===== src/rtl/mux_scan_pkg.sv =====
// Shared mode encodings and a constant clog2 helper for the scanning selector.
package mux_scan_pkg;

    localparam logic MODE_MANUAL = 1'b0;
    localparam logic MODE_SCAN   = 1'b1;

    function automatic int clog2(input int n);
        int r;
        r = 0;
        while ((1 << r) < n) r++;
        return r;
    endfunction

endpackage


===== src/rtl/mux_scan_timer.sv =====
// Dwell counter for scan mode: tick marks the last cycle of a channel's dwell.
// Combinational tick, registered count; en=0 freezes the count, clr forces it to 0.
module scan_timer
    import mux_scan_pkg::*;
#(
    parameter int DWELL = 4
) (
    input  logic clk,
    input  logic rst,
    input  logic en,
    input  logic clr,
    output logic tick
);

    localparam int CW = (DWELL > 1) ? clog2(DWELL) : 1;

    logic [CW-1:0] cnt;

    assign tick = (cnt == CW'(DWELL - 1)) & en;

    always_ff @(posedge clk) begin
        if (rst || clr) begin
            cnt <= '0;
        end else if (en) begin
            cnt <= tick ? '0 : cnt + 1'b1;
        end
    end

endmodule


===== src/rtl/mux_scan.sv =====
// NCH-to-1 selector with registered output; manual select or automatic scan with DWELL cycles per channel.
// Latency d->y one cycle; hold freezes ch/y/dwell, no other backpressure.
module mux_scan
    import mux_scan_pkg::*;
#(
    parameter int WIDTH = 2,
    parameter int NCH   = 4,
    parameter int SEL_W = clog2(NCH),
    parameter int DWELL = 4
) (
    input  logic                 clk,
    input  logic                 rst,
    input  logic [NCH*WIDTH-1:0] d,
    input  logic [SEL_W-1:0]     sel,
    input  logic                 mode,
    input  logic                 hold,
    output logic [WIDTH-1:0]     y,
    output logic [SEL_W-1:0]     ch,
    output logic                 y_valid,
    output logic                 wrap,
    output logic                 sel_err
);

    logic             tick;
    logic             sel_bad;
    logic             last_ch;
    logic [SEL_W-1:0] next_ch;

    // Manual mode keeps the dwell count cleared so a later switch to scan starts a full dwell.
    scan_timer #(.DWELL(DWELL)) u_timer (
        .clk  (clk),
        .rst  (rst),
        .en   ((mode == MODE_SCAN) && !hold),
        .clr  ((mode == MODE_MANUAL) && !hold),
        .tick (tick)
    );

    assign last_ch = (ch == SEL_W'(NCH - 1));
    assign sel_bad = (mode == MODE_MANUAL) && (int'(sel) >= NCH);

    always_comb begin
        next_ch = ch;
        if (mode == MODE_MANUAL) begin
            if (!sel_bad) next_ch = sel;
        end else if (tick) begin
            next_ch = last_ch ? '0 : ch + 1'b1;
        end
    end

    always_ff @(posedge clk) begin
        if (rst) begin
            y       <= '0;
            ch      <= '0;
            y_valid <= 1'b0;
            wrap    <= 1'b0;
            sel_err <= 1'b0;
        end else begin
            y_valid <= 1'b1;
            if (hold) begin
                wrap    <= 1'b0;
                sel_err <= 1'b0;
            end else begin
                ch      <= next_ch;
                y       <= d[int'(next_ch)*WIDTH +: WIDTH];
                wrap    <= tick && last_ch;
                sel_err <= sel_bad;
            end
        end
    end

endmodule


===== config.mk =====
export PLATFORM = sky130hd
export DESIGN_NAME = mux_scan
export DESIGN_NICKNAME = d
export VERILOG_FILES = /design/src/rtl/mux_scan_pkg.sv /design/src/rtl/mux_scan_timer.sv /design/src/rtl/mux_scan.sv
export SDC_FILE = /design/constraint.sdc
export NUM_CORES = 1
export LEC_CHECK = 0
export BUFFER_PORTS_ARGS = -buffer_cell sky130_fd_sc_hd__buf_2
export CAP_MARGIN = 15
export CELL_PAD_IN_SITES_DETAIL_PLACEMENT = 0
export CELL_PAD_IN_SITES_GLOBAL_PLACEMENT = 1
export CORE_MARGIN = 2
export CORE_UTILIZATION = 33
export CTS_CLUSTER_DIAMETER = 120
export DETAILED_ROUTE_END_ITERATION = 10
export HOLD_SLACK_MARGIN = 0.02
export PLACE_DENSITY_LB_ADDON = 0.08
export SYNTH_ARGS = -nofsm -noshare
export SYNTH_HDL_FRONTEND = slang
export SYNTH_HIERARCHICAL = 1
export SYNTH_SLANG_ARGS = --single-unit

===== constraint.sdc =====
create_clock -name clk -period 3.3 [get_ports clk]
set_clock_uncertainty 0.15 [all_clocks]
set_input_delay 0 -clock clk [delete_from_list [all_inputs] [get_ports clk]]
set_output_delay 0 -clock clk [all_outputs]
set_load 0.02 [all_outputs]

Word-level counts from Yosys, hierarchy flattened
Index checks and enable logic that the tools add are counted.
{ "word_totals": {"reg_bits": 8, "input_bits": 14, "elab_cells": 23} }
{ "classes": {"bitwise": 2, "muxes": 5, "eq_ne": 2, "n_reduce_logical": 6, "shifts": 1, "add_sub_neg": 2} }
{ "op_table": {"columns": ["op", "count"], "rows": [
  ["$mux W2", 4],
  ["$shiftx A8 B4 Y2", 1],
  ["$add A2 B1 Y2 const B", 2],
  ["$eq A2 B2 Y1 const B", 2],
  ["$logic_and A1 B1 Y1", 3],
  ["$reduce_or A2 Y1", 1],
  ["$and A1 B1 Y1", 1],
  ["$logic_not A1 Y1", 1],
  ["$logic_or A1 B1 Y1", 1],
  ["$mux W1", 1],
  ["$not A1 Y1", 1]
]} }

Longest topological paths before layout
{ "depth": {"word_depth": 6, "ltp_mapped": 7} }

By module
Netlist, hierarchy kept.
{ "modules_own_cells": {"columns": ["mod", "seq_area_each_um2", "area_per_inst_um2", "instances", "cells_per_inst"], "rows": [
  ["mux_scan", 120.1, 331.6, 1, 35],
  ["scan_timer", 40.0, 101.3, 1, 9]
]} }

Least setup slack after synthesis
No wires, ideal clock.
{ "synth_path": {"path_type": "reg2reg", "start": "register u_timer.cnt[0]", "end": "register y[0]", "path_buffers": 0, "arrival_time_ns": 1.418, "synth_period_minus_slack_ns": 1.701, "stages_incl_launch_ff": 7, "setup_slack_ns": 1.599, "cell_sequence": "dfxtp_1 -> ha_1 -> and2_1 -> mux2i_1 -> a21oi_2 -> mux2i_1 -> o221ai_1"} }
{ "synth_between": {"elab_chain_cells": 5} }
{ "synth_lines": {"columns": ["element", "line", "rtl"], "rows": [
  ["from (decl)", "mux_scan_timer.sv:17", "logic [CW-1:0] cnt;"],
  ["from (signal assigned)", "mux_scan_timer.sv:25", "cnt <= tick ? '0 : cnt + 1'b1;"],
  ["$eq A2 B2 Y1", "mux_scan_timer.sv:19", "assign tick = (cnt == CW'(DWELL - 1)) & en;"],
  ["$and A1 B1 Y1", "mux_scan_timer.sv:19", null],
  ["via tick", "mux_scan.sv:24", "logic tick;"],
  ["$mux W2", "mux_scan.sv:45", "end else if (tick) begin"],
  ["$mux W2", "mux_scan.sv:43", "if (mode == MODE_MANUAL) begin"],
  ["$shiftx A8 B4 Y2", "mux_scan.sv:64", "y <= d[int'(next_ch)*WIDTH +: WIDTH];"],
  ["to (signal assigned)", "mux_scan.sv:64", null],
  ["to (decl)", "mux_scan.sv:17", "output logic [WIDTH-1:0] y,"]
]} }
The timed path passes the listed nets, and every way through them passes these cells.
A chain may end at the register's enable or synchronous reset.

Worst setup path after layout
{ "layout_path": {"start": "input hold", "end": "register y[1]"} }
{ "layout_between": {"elab_chain_cells": 6} }
{ "layout_lines": {"columns": ["element", "line", "rtl"], "rows": [
  ["from (decl)", "mux_scan.sv:16", "input logic hold,"],
  ["$logic_not A1 Y1", "mux_scan.sv:33", ".en ((mode == MODE_SCAN) && !hold),"],
  ["$logic_and A1 B1 Y1", "mux_scan.sv:33", null],
  ["$and A1 B1 Y1", "mux_scan_timer.sv:19", null],
  ["via tick", "mux_scan.sv:24", null],
  ["$mux W2", "mux_scan.sv:45", null],
  ["$mux W2", "mux_scan.sv:43", null],
  ["$shiftx A8 B4 Y2", "mux_scan.sv:64", null]
]} }
The timed path passes the listed nets, and every way through them passes these cells.

==> summary.txt <==
Floorplanning
  – Chip height: 40.22 um
  – Die Footprint: 1618 sq um
  – Cell Rows: 13
  – Initial core utilization: 34.12%
  – Total core area: 1269 sq um
  – Die W: 40.22 um
  – Top Ports: 21

Synth
  – Most frequent cells after synthesis: 8 x dfxtp_1, 8 x mux2i_1, 6 x nor2_1
  – Asr flop ratio synth: 0%
  – Mapped cell area: 432.9 sq um
  – Synth area leader: dfxtp_1
  – Ys flop type: dfxtp_1
  – Post-synthesis cell count: 44
  – Net Count, Synth: 60
  – Fraction of the yosys area taken by sequential cells: 36.99%
  – YS warnings: 6
  – Netlist cell types: 22
  – Number of flops mapped to enable cells by yosys: 0
  – Avg Synthesized Cell Area: 9.839 sq um
  – Top cells by area, synth: dfxtp_1 37%, mux2i_1 18%, ha_1 5.8%
  – Top-area cell type share of the netlist area: 36.99%
  – Seq cells post-synth: 8

Worst setup path
  – R2R depth: 8
  – Critical R2R Capture: y[1]$_SDFFE_PP0N_
  – CP Launch Type: input pin
  – R2R setup slack: 0.42 ns
  – Worst Path Arrival: 3.06 ns
  – RR Startpoint: u_timer/cnt[0]$_SDFFE_PP0P_
  – Setup Crit Path Kind: input pin to flip-flop
  – Crit. End Element: flip-flop
  – Crit Path Max Fanout: 8
  – Critical Path RT: 3.29 ns

Timing
  – Min Tclk post-route: 3.068 ns
  – Hold Slack: 0.02742 ns
  – TNS Setup: 0 ns
  – Final Setup Violations: 0
  – RSZ-0062 raised after global routing: no
  – Max Slew Vio Count: 0
  – Final Hold Viols: 0
  – FMAX: 0.3259 GHz
  – Fin crit share: 92.98%

Power
  – Tot Pwr: 235.6 uW
  – Sequential power share: 45.0%
  – Clock share of power: 31.5%
  – Switching share of power: 26.51%
  – P_leak: 0.0003124 uW
  – Power per cell area: 367.7 nW/um^2
  – Worst VDD drop: 0.1616 mV
  – Logic pwr share: 23.5%
  – Int Pwr: 173.1 uW
  – Sw power: 62.46 uW

Route
  – Routed via count: 405
  – TritonRoute pass-1 iters: 2
  – Routed Antenna Nets: 0
  – Drt total wl: 1006 um
  – Wirelength per Cell: 11.43 um
  – Mean number of vias per cell: 4.602
  – Post-route DRC violation count: 0
  – Initial DRC count: 1

Min path
  – Min-Delay Endpoint: u_timer/cnt[1]$_SDFFE_PP0P_
  – Worst hold start: mode
  – Worst Hold Class: input pin to flip-flop
  – Depth of the worst hold-timing path: 3

Placed design
  – DP HPWL: 732.3 um
  – Placed Instances: 76
  – Placed Area: 528.0 sq um
  – Port buffer count: 19
  – RePlAce Congestion: 0.6399

Clock tree
  – H-Tree Level Count: 1
  – CTS Sinks: 8
  – Worst-path clk slew: 0.06 ns
  – Clock latency on the worst-skew pair: 0.25 ns
  – CTS tree: done
  – Cts bufs inserted: 3
  – Clk buf depth: 2
  – Post CTS Setup Buffer Count: 0
  – Root Driver: clkbuf_4

Flow run
  – Max Cap Violations: 0

Finish
  – ANT cells: 0
  – Post-route design area: 640.6 sq um
  – Nets: 91
  – Final std cells w/o fill: 88
  – Area Growth Syn to Fin: 47.98%
  – Layout cells sized above 1: 34.25%

Global routing
  – Vias in the first global route: 387
  – GRT Total Usage: 16.28%
  – Initial antenna violation count: 0
  – Largest net degree at the start of global routing: 9
  – Global-route wire length before repair: 1600 um
  – Grt ovf: 0

Run status
  – Outcome: completed
## critical path, cell delays in order
cell           delay (ns)
dlygate4sd3_1        0.53
buf_2                0.18
nor2b_1              0.24
and2_1               0.24
mux2i_1              0.11
a21oi_2              0.32
mux2i_1              0.21
dlygate4sd3_1        0.55
o221ai_1             0.11
dlygate4sd3_1        0.57
## worst max path at each step
| stage | endpoint | start | cells after the start | slack, ns |
|---|---|---|---|---|
| final | y[1]$_SDFFE_PP0N_ | hold | 10 | 0.23 |
| after global routing | y[1]$_SDFFE_PP0N_ | hold | 10 | 0.05 |
| after CTS | y[1]$_SDFFE_PP0N_ | hold | 10 | 0.24 |
| after detailed placement | y[0]$_SDFFE_PP0N_ | u_timer/cnt[0]$_SDFFE_PP0P_ | 6 | 1.49 |
| after global placement | y[1]$_SDFFE_PP0N_ | u_timer/cnt[0]$_SDFFE_PP0P_ | 6 | 1.52 |
| after floorplan | y[0]$_SDFFE_PP0N_ | u_timer/cnt[0]$_SDFFE_PP0P_ | 6 | 1.60 |
## cell families after synthesis
kind of cell / synth area share, %
other: 0.8662
xor gates and xnor gates: 2.023
buffers and inverters: 5.202
AOI/OAI and AO/OA: 10.12
adders and majority gates: 5.779
and+or+nand+nor: 20.52
DFF: 36.99
muxes: 18.50
## flip-flops by register name (all words and copies together), names as in the netlist
signal       cells
y_valid          1
wrap             1
u_timer/cnt      2
y                2
ch               2
## area by class of cell
type / instances / area, sq um
Timing Repair Buffer: 28 / 185.2
Sequential cell: 8 / 160.2
Inverter: 1 / 3.754
Multi-Input combinational cell: 33 / 250.2
Fill cell: 129 / 628.1
Clock buffer: 3 / 22.52
Tap cell: 15 / 18.77
## stage by stage
step                setup WS, ns  utilization, %
finish                    0.2318           50.49
global route             0.05122           50.49
CTS                       0.2403           50.49
detailed placement         1.486           41.62
global placement           1.522           41.62
floorplan                  1.599               -
## layout by cell type, fill, tap and decap left out, types with 2 or more instances in the layout
| cell type | count |
|---|---|
| dfxtp_1 | 8 |
| buf_2 | 19 |
| mux2i_1 | 8 |
| o221ai_1 | 2 |
| dlygate4sd3_1 | 9 |
| nor2_1 | 6 |
| clkbuf_4 | 3 |
| ha_1 | 2 |
| nand3_1 | 2 |
## power groups by stage
stage / Combinational, uW / Sequential [uW] / Clock, uW
2_1_floorplan: 24.0 / 113 / 0
3_3_place_gp: 45.4 / 108 / 0
3_5_place_dp: 45.2 / 108 / 0
4_1_cts: 55.6 / 106 / 77.0
5_1_grt: 61.7 / 106 / 81.6
6_report: 55.3 / 106 / 74.2
## repair_timing
item	4_1_cts	5_1_grt
gates resized for setup	0	0
endpoints found under the hold margin	7	0
hold buffers	9	0
## metal layers
metal	GRT usage (%)	vias to the layer above	wire [um]
met5	0	-	0
met4	7.500	0	6
met1	15.00	177	415
met3	8.889	2	78
li1	-	212	-
met2	29.03	14	505
(Power assumes the default switching activity.)
